### src/rtl/mem_arbiter.sv
// Round-robin arbiter granting an I-cache and a D-cache access to one shared
// block memory, with registered outputs and a busy-cycle timeout.
module mem_arbiter #(
  parameter int AWIDTH  = 23,
  parameter int DWIDTH  = 128,
  parameter int TIMEOUT = 64
) (
  input  logic              clk,
  input  logic              rst_n,
  input  logic              ic_req,
  input  logic [AWIDTH-1:0] ic_addr,
  output logic              ic_ready,
  output logic [DWIDTH-1:0] ic_rdata,
  input  logic              dc_req,
  input  logic              dc_we,
  input  logic [AWIDTH-1:0] dc_addr,
  input  logic [DWIDTH-1:0] dc_wdata,
  output logic              dc_ready,
  output logic [DWIDTH-1:0] dc_rdata,
  output logic              mem_wren,
  output logic              mem_rden,
  output logic [AWIDTH-1:0] mem_addr,
  output logic [DWIDTH-1:0] mem_data_in,
  input  logic [DWIDTH-1:0] mem_data_out,
  input  logic              mem_ready,
  output logic              err_timeout
);

  localparam int CW = ($clog2(TIMEOUT + 1) > 7) ? $clog2(TIMEOUT + 1) : 7;

  typedef enum logic [1:0] {IDLE, IC_BUSY, DC_BUSY} state_t;

  state_t            state, state_nx;
  logic [CW-1:0]     cnt, cnt_nx;
  logic              prefer_dc, prefer_dc_nx;
  logic              wren_nx, rden_nx;
  logic [AWIDTH-1:0] addr_nx;
  logic [DWIDTH-1:0] wdata_nx, ic_rdata_nx, dc_rdata_nx;
  logic              ic_ready_nx, dc_ready_nx, err_nx;
  logic              ic_elig, dc_elig, expired;

  // A requester whose ready is high this cycle has just been served and sits out.
  assign ic_elig = ic_req && !ic_ready;
  assign dc_elig = dc_req && !dc_ready;
  assign expired = (cnt == CW'(TIMEOUT - 1));

  // NOTE: every signal gets its default before the case; a path that skips an
  // assignment in always_comb would otherwise infer a latch.
  always_comb begin
    state_nx     = state;
    cnt_nx       = cnt;
    prefer_dc_nx = prefer_dc;
    wren_nx      = mem_wren;
    rden_nx      = mem_rden;
    addr_nx      = mem_addr;
    wdata_nx     = mem_data_in;
    ic_rdata_nx  = ic_rdata;
    dc_rdata_nx  = dc_rdata;
    ic_ready_nx  = 1'b0;
    dc_ready_nx  = 1'b0;
    err_nx       = err_timeout;

    case (state)
      IDLE: begin
        cnt_nx = '0;
        if (dc_elig && (!ic_elig || prefer_dc)) begin
          state_nx = DC_BUSY;
          addr_nx  = dc_addr;
          wdata_nx = dc_we ? dc_wdata : '0;
          wren_nx  = dc_we;
          rden_nx  = !dc_we;
        end else if (ic_elig) begin
          state_nx = IC_BUSY;
          addr_nx  = ic_addr;
          wdata_nx = '0;
          wren_nx  = 1'b0;
          rden_nx  = 1'b1;
        end
      end
      IC_BUSY, DC_BUSY: begin
        if (mem_ready || expired) begin
          state_nx     = IDLE;
          wren_nx      = 1'b0;
          rden_nx      = 1'b0;
          prefer_dc_nx = (state == IC_BUSY);
          if (state == IC_BUSY) ic_ready_nx = 1'b1;
          else                  dc_ready_nx = 1'b1;
          if (mem_ready) begin
            // Writes complete without touching the requester's read block.
            if (!mem_wren) begin
              if (state == IC_BUSY) ic_rdata_nx = mem_data_out;
              else                  dc_rdata_nx = mem_data_out;
            end
          end else begin
            err_nx = 1'b1;
            if (state == IC_BUSY) ic_rdata_nx = '0;
            else                  dc_rdata_nx = '0;
          end
        end else begin
          cnt_nx = cnt + 1'b1;
        end
      end
      default: state_nx = IDLE;
    endcase
  end

  // NOTE: sequential state uses non-blocking assignments so every register
  // samples pre-edge values regardless of statement order.
  always_ff @(posedge clk or negedge rst_n) begin
    if (!rst_n) begin
      state       <= IDLE;
      cnt         <= '0;
      prefer_dc   <= 1'b1;
      mem_wren    <= 1'b0;
      mem_rden    <= 1'b0;
      mem_addr    <= '0;
      mem_data_in <= '0;
      ic_rdata    <= '0;
      dc_rdata    <= '0;
      ic_ready    <= 1'b0;
      dc_ready    <= 1'b0;
      err_timeout <= 1'b0;
    end else begin
      state       <= state_nx;
      cnt         <= cnt_nx;
      prefer_dc   <= prefer_dc_nx;
      mem_wren    <= wren_nx;
      mem_rden    <= rden_nx;
      mem_addr    <= addr_nx;
      mem_data_in <= wdata_nx;
      ic_rdata    <= ic_rdata_nx;
      dc_rdata    <= dc_rdata_nx;
      ic_ready    <= ic_ready_nx;
      dc_ready    <= dc_ready_nx;
      err_timeout <= err_nx;
    end
  end

endmodule

### config.mk
export PLATFORM = sky130hd
export DESIGN_NAME = mem_arbiter
export DESIGN_NICKNAME = d
export VERILOG_FILES = /design/src/rtl/mem_arbiter.sv
export SDC_FILE = /design/constraint.sdc
export NUM_CORES = 1
export LEC_CHECK = 0
export ABC_AREA = 1
export CAP_MARGIN = 20
export CORE_AREA = 2 2 284 286
export DETAILED_ROUTE_END_ITERATION = 8
export DIE_AREA = 0 0 286 288
export PLACE_DENSITY = 0.56
export SLEW_MARGIN = 20
export SYNTH_ARGS = -nofsm -noshare
export SYNTH_HDL_FRONTEND = slang
export SYNTH_SLANG_ARGS = --single-unit
export TNS_END_PERCENT = 100
### constraint.sdc
create_clock -name clk -period 1.7 [get_ports clk]
set_input_delay 0.51 -clock clk [delete_from_list [all_inputs] [get_ports clk]]
set_output_delay 0.51 -clock clk [all_outputs]
set_load 0.05 [all_outputs]
; ---- Word level (Yosys, flattened, before mapping)
; Cells that the tools add are included.
[word_totals]
register_bits = 422
out_inout_bits = 412
elab_cells = 75
[op_classes]
n_addsub = 1
n_eq_ne = 7
muxes = 32
bitwise_logic = 2
reduce_logical = 21
[ops]
columns = operator, n
row1 = two-way mux 128 bit, 11
row2 = two-way mux 23 bit, 2
row3 = case mux 7 bit (2 select lines), 1
row4 = two-way mux 1 bit, 11
row5 = AND reduction 2 bit, 4
row6 = AND reduction 4 bit, 2
row7 = adder 7 x 1 -> 7 bit (second input constant), 1
row8 = == test 7 x 6 -> 1 bit (second input constant), 1
row9 = two-way mux 7 bit, 1
row10 = two-way mux 2 bit, 3
row11 = != test 2 bit (second input constant), 3
row12 = AND reduction 3 bit, 2
row13 = zero test 1 bit, 4
row14 = case mux 1 bit (2 select lines), 2
row15 = case mux 2 bit (2 select lines), 1
row16 = nonzero test 2 bit, 2
row17 = logical AND 1 bit, 3
row18 = != test 3 bit (second input constant), 1
row19 = == test 2 x 1 -> 1 bit (second input constant), 1
row20 = == test 2 bit (second input constant), 1
row21 = zero test 2 bit, 1
row22 = logical OR 1 bit, 2
row23 = inverter 1 bit, 2
row24 = OR reduction 2 bit, 1

; ---- Depth between registers and ports, before layout
[depth]
depth_word = 7
mapped_depth = 10
ltp_nobuf = 8

; ---- Least setup slack after synthesis
; Ideal clock, no wire load.
[synth_timing]
path_type = flip-flop to flip-flop
start = reg ic_ready
end = reg mem_data_in[100]
setup_ns = 0.118
arrival_ns = 1.515
path_slack_ns = 0.067
path_stages_with_launch = 10
n_path_buf = 2
synth_period_minus_slack_ns = 1.633
path_cell_list = dfrtp_1 -> inv_1 -> nand2_1 -> nand2_1 -> nand2_1 -> inv_2 -> buf_2 -> buf_2 -> nand3_1 -> nand2_1
[synth_between]
elab_chain_cells = 7
word_cells_on_any_way = 8
[synth_rtl]
columns = item, line_no
row1 = "start, declared", 12  ; output logic ic_ready,
row2 = "start signal, assigned", 133  ; ic_ready <= ic_ready_nx;
row3 = zero test 1 bit (*), 43  ; assign ic_elig = ic_req && !ic_ready;
row4 = logical AND 1 bit (*), 43
row5 = zero test 1 bit, 66  ; if (dc_elig && (!ic_elig || prefer_dc)) begin
row6 = logical OR 1 bit, 66
row7 = logical AND 1 bit, 66
row8 = nonzero test 2 bit (no source line), -
row9 = AND reduction 2 bit (no source line), -
row10 = "end signal, assigned", 130  ; mem_data_in <= wdata_nx;
row11 = "end, declared", 23  ; output logic [DWIDTH-1:0] mem_data_in,
; Every way passes the cells marked *; elsewhere a longest branch is shown, timed or not.
; A chain may end at the register's enable or synchronous reset.

; ---- Worst setup path in the final report
[layout_timing]
start = reg ic_rdata[9]
end = out ic_rdata[9]
[layout_lines]
columns = item, line_no
row1 = "start, declared", 13  ; output logic [DWIDTH-1:0] ic_rdata,
row2 = "start signal, assigned", 131  ; ic_rdata <= ic_rdata_nx;
; No word-level cell between the ends.

==> out/qor.txt <==
slew margin rel. = 71.93%
Total Power = 0.08468 W
startpoint types = flip-flop
CP max stage cell = dfrtp_1
FF+latch count, synth = 422
Longest Clk Path Bufs = 3
combinational fraction of design power = 63.7%
syn_area_per_cell = 8.417 sq um
commonest cells in the netlist = 956 x nand2_1, 421 x dfrtp_1, 256 x nand4_1
power share of the clock group = 13.7%
Initial Util = 23.26%
clk_lat worst skew = 0.60 ns
Final Hold Viols = 0
multi-input logic area = 7138 sq um
Max Slew Vio Count = 0
H-tree levels = 2
final worst slack = -0.04844 ns
sequential area share after synthesis = 57.01%
DRC = 0
top cells by area, synth = dfrtp_1 57%, nand2_1 19%, nand4_1 8.6%
TritonCTS buffer count = 52
Wirelength per Cell = 21.24 um
TritonCTS Sinks = 422
CP Max Fanout = 2
drt pass-1 iters = 7
Total GRT Usage = 19.61%
Detailed Route WL = 89300 um
DR iter-0 viols = 1221
Core Rows = 104
vias in the first global route = 18260
core area = 79640 sq um
Post-synth EDFFs = 0
top cell type's share of synthesized area = 56.87%
placed instance area = 31770 sq um
design area = 36260 sq um
pre-CTS setup slack = -0.3400 ns
P_int = 0.04554 W
Yosys warnings = 0
initial antenna violation count = 14
most frequent cell after synthesis = nand2_1
antenna-violating nets left = 0
final setup violation count = 115
leakage power = 18.17 nW
pin count of the biggest net entering global routing = 76
Slew @ Worst Pin = 0.4211 ns
Nets = 3413
num ports = 720
Final Cycle Share = 102.8%
grt ovf = 0
Detail Placement HPWL = 60950 um
status = complete, but fails checks
HP Class = in2async
hold slack = 0.3744 ns
Synth-to-Final Area Change = 95.75%
Most used DFF post-synth = dfrtp_1
critical path capture point type = output pin
clk_skew = 0.02302 ns
Post-synth ARST share = 100.0%
unique cell type count in the Yosys netlist = 24
Via density = 4.529
Switching Fraction = 46.22%
CP startpoint = ic_rdata[9]
crit path time final = 1.748 ns
die height = 288 um
# fillers = 7394
Die X = 286 um
Mapped Area = 18530 sq um
CP required = 1.19 ns
GP Congestion = 0.8612
post-synth top area cell = dfrtp_1
switching power = 0.03914 W
Crit path arrival time = 1.24 ns
register share of total power = 22.6%
RSZ-0062 raised after global routing = yes
Max Cap Viol = 0
Mapped Nets = 2513
clock-pin slew on the worst setup and hold paths = 0.06 ns
Crit path buffers/inverters = 1
max incr delay on CP = 0.44 ns
CP delay by family, top = flip-flops
CTS tree = yes
crit-path cells = buf_12
PD cells = 2335 nW/um^2
IO buf count = 719
violated checks = negative setup slack
critical path class = reg2out
fmax = 571.9 MHz
layout cells sized above 1 = 31.62%
first-pass GRT wire length = 122300 um
root buf cell = clkbuf_16
worst flop-to-flop path startpoint = cnt[0]
IR Drop Worst-Case VDD = 1.002 mV
cells after synthesis = 2201
die area = 82370 sq um
via count = 19040
sequential cell area = 10610 sq um
-- cells by family after synthesis --
logic type | count (synthesis) | share of synthesized area [%]
compound gates | 56 | 1.547
xor+xnor | 1 | 0.04729
fa+ha+maj | 4 | 0.2702
buf+inv | 326 | 8.335
flops | 422 | 57.01
simple gates | 1392 | 32.79
-- placed cells by master, fill, tap and decap left out, drive strengths merged, types with 5 or more instances in the layout --
cell type      Yosys  layout
o21ai              5       5
clkdlybuf4s50      0     305
buf              109     699
nand2            959     959
nand3            141     141
inv              148     150
a21oi             49      49
clkbuf            69      92
nor2              34      34
bufinv             0       5
dfrtp            421     421
clkinv             0      10
nand4            256     256
-- metal layers --
layer / global-route usage, % / up-vias / wire length (um)
li1: - / 8925 / -
met5: 0 / - / 76
met4: 7.186 / 12 / 3418
met2: 32.87 / 787 / 43890
met3: 6.434 / 153 / 7571
met1: 23.40 / 9164 / 34340
-- through the flow --
| step | instances | setup TNS [ns] | util (%) |
|---|---|---|---|
| 2_1_floorplan | 2201 | 0 | - |
| 3_3_place_gp | 3915 | -37.72 | 39.90 |
| 3_5_place_dp | 3915 | -43.25 | 39.90 |
| 4_1_cts | 4077 | -14.07 | 42.92 |
| 5_1_grt | 4203 | -34.22 | 45.53 |
| 6_report | 4204 | -1.396 | 45.54 |
-- registers in the layout, summed over array words and instances (netlist names) --
name         flops
err_timeout      1
ic_rdata       128
dc_rdata       128
mem_rden         1
prefer_dc        1
ic_ready         1
cnt              7
mem_addr        23
state            2
dc_ready         1
mem_data_in    128
mem_wren         1
-- what timing repair did --
action                                  in CTS  in global routing
endpoints found under the setup margin     527                670
pin swaps                                    4                  2
gates cloned                                 2                 24
resized for setup                           25                243
hold buffers                                 1                  0
buffers inserted                            66                 99
hold endpoints to repair                    25                  0
-- power by group through the flow --
| stage | Clock, W | Sequential [W] | Combinational (W) |
|---|---|---|---|
| final | 0.0116 | 0.0191 | 0.0539 |
| after global routing | 0.0123 | 0.0196 | 0.0564 |
| after CTS | 0.0119 | 0.0189 | 0.0496 |
| after detailed placement | 0 | 0.0190 | 0.0482 |
| after global placement | 0 | 0.0189 | 0.0480 |
| after floorplan | 0 | 0.0304 | 0.00952 |
-- worst paths after layout --
check                             endpoint  slack, ns  cells after the start
hold / removal               ic_rdata[107]       0.37                      2
setup / recovery               ic_rdata[9]      -0.05                      1
max in group asynchronous  mem_data_in[27]       0.57                      4
hold reg to reg                  prefer_dc       0.51                      2
min in group clk               dc_rdata[8]       0.40                      5
setup reg to reg              ic_rdata[68]      -0.04                     11
-- area by class of cell --
type	count	share of cell area, %
multi-input combinational	1453	19.68
timing repair buffer	1024	40.95
clock inverter	20	0.7039
inverter	148	1.566
sequential	422	29.27
antenna	4	0.02760
tap	1060	3.657
clock buffer	73	4.144
(Power assumes the default switching activity.)
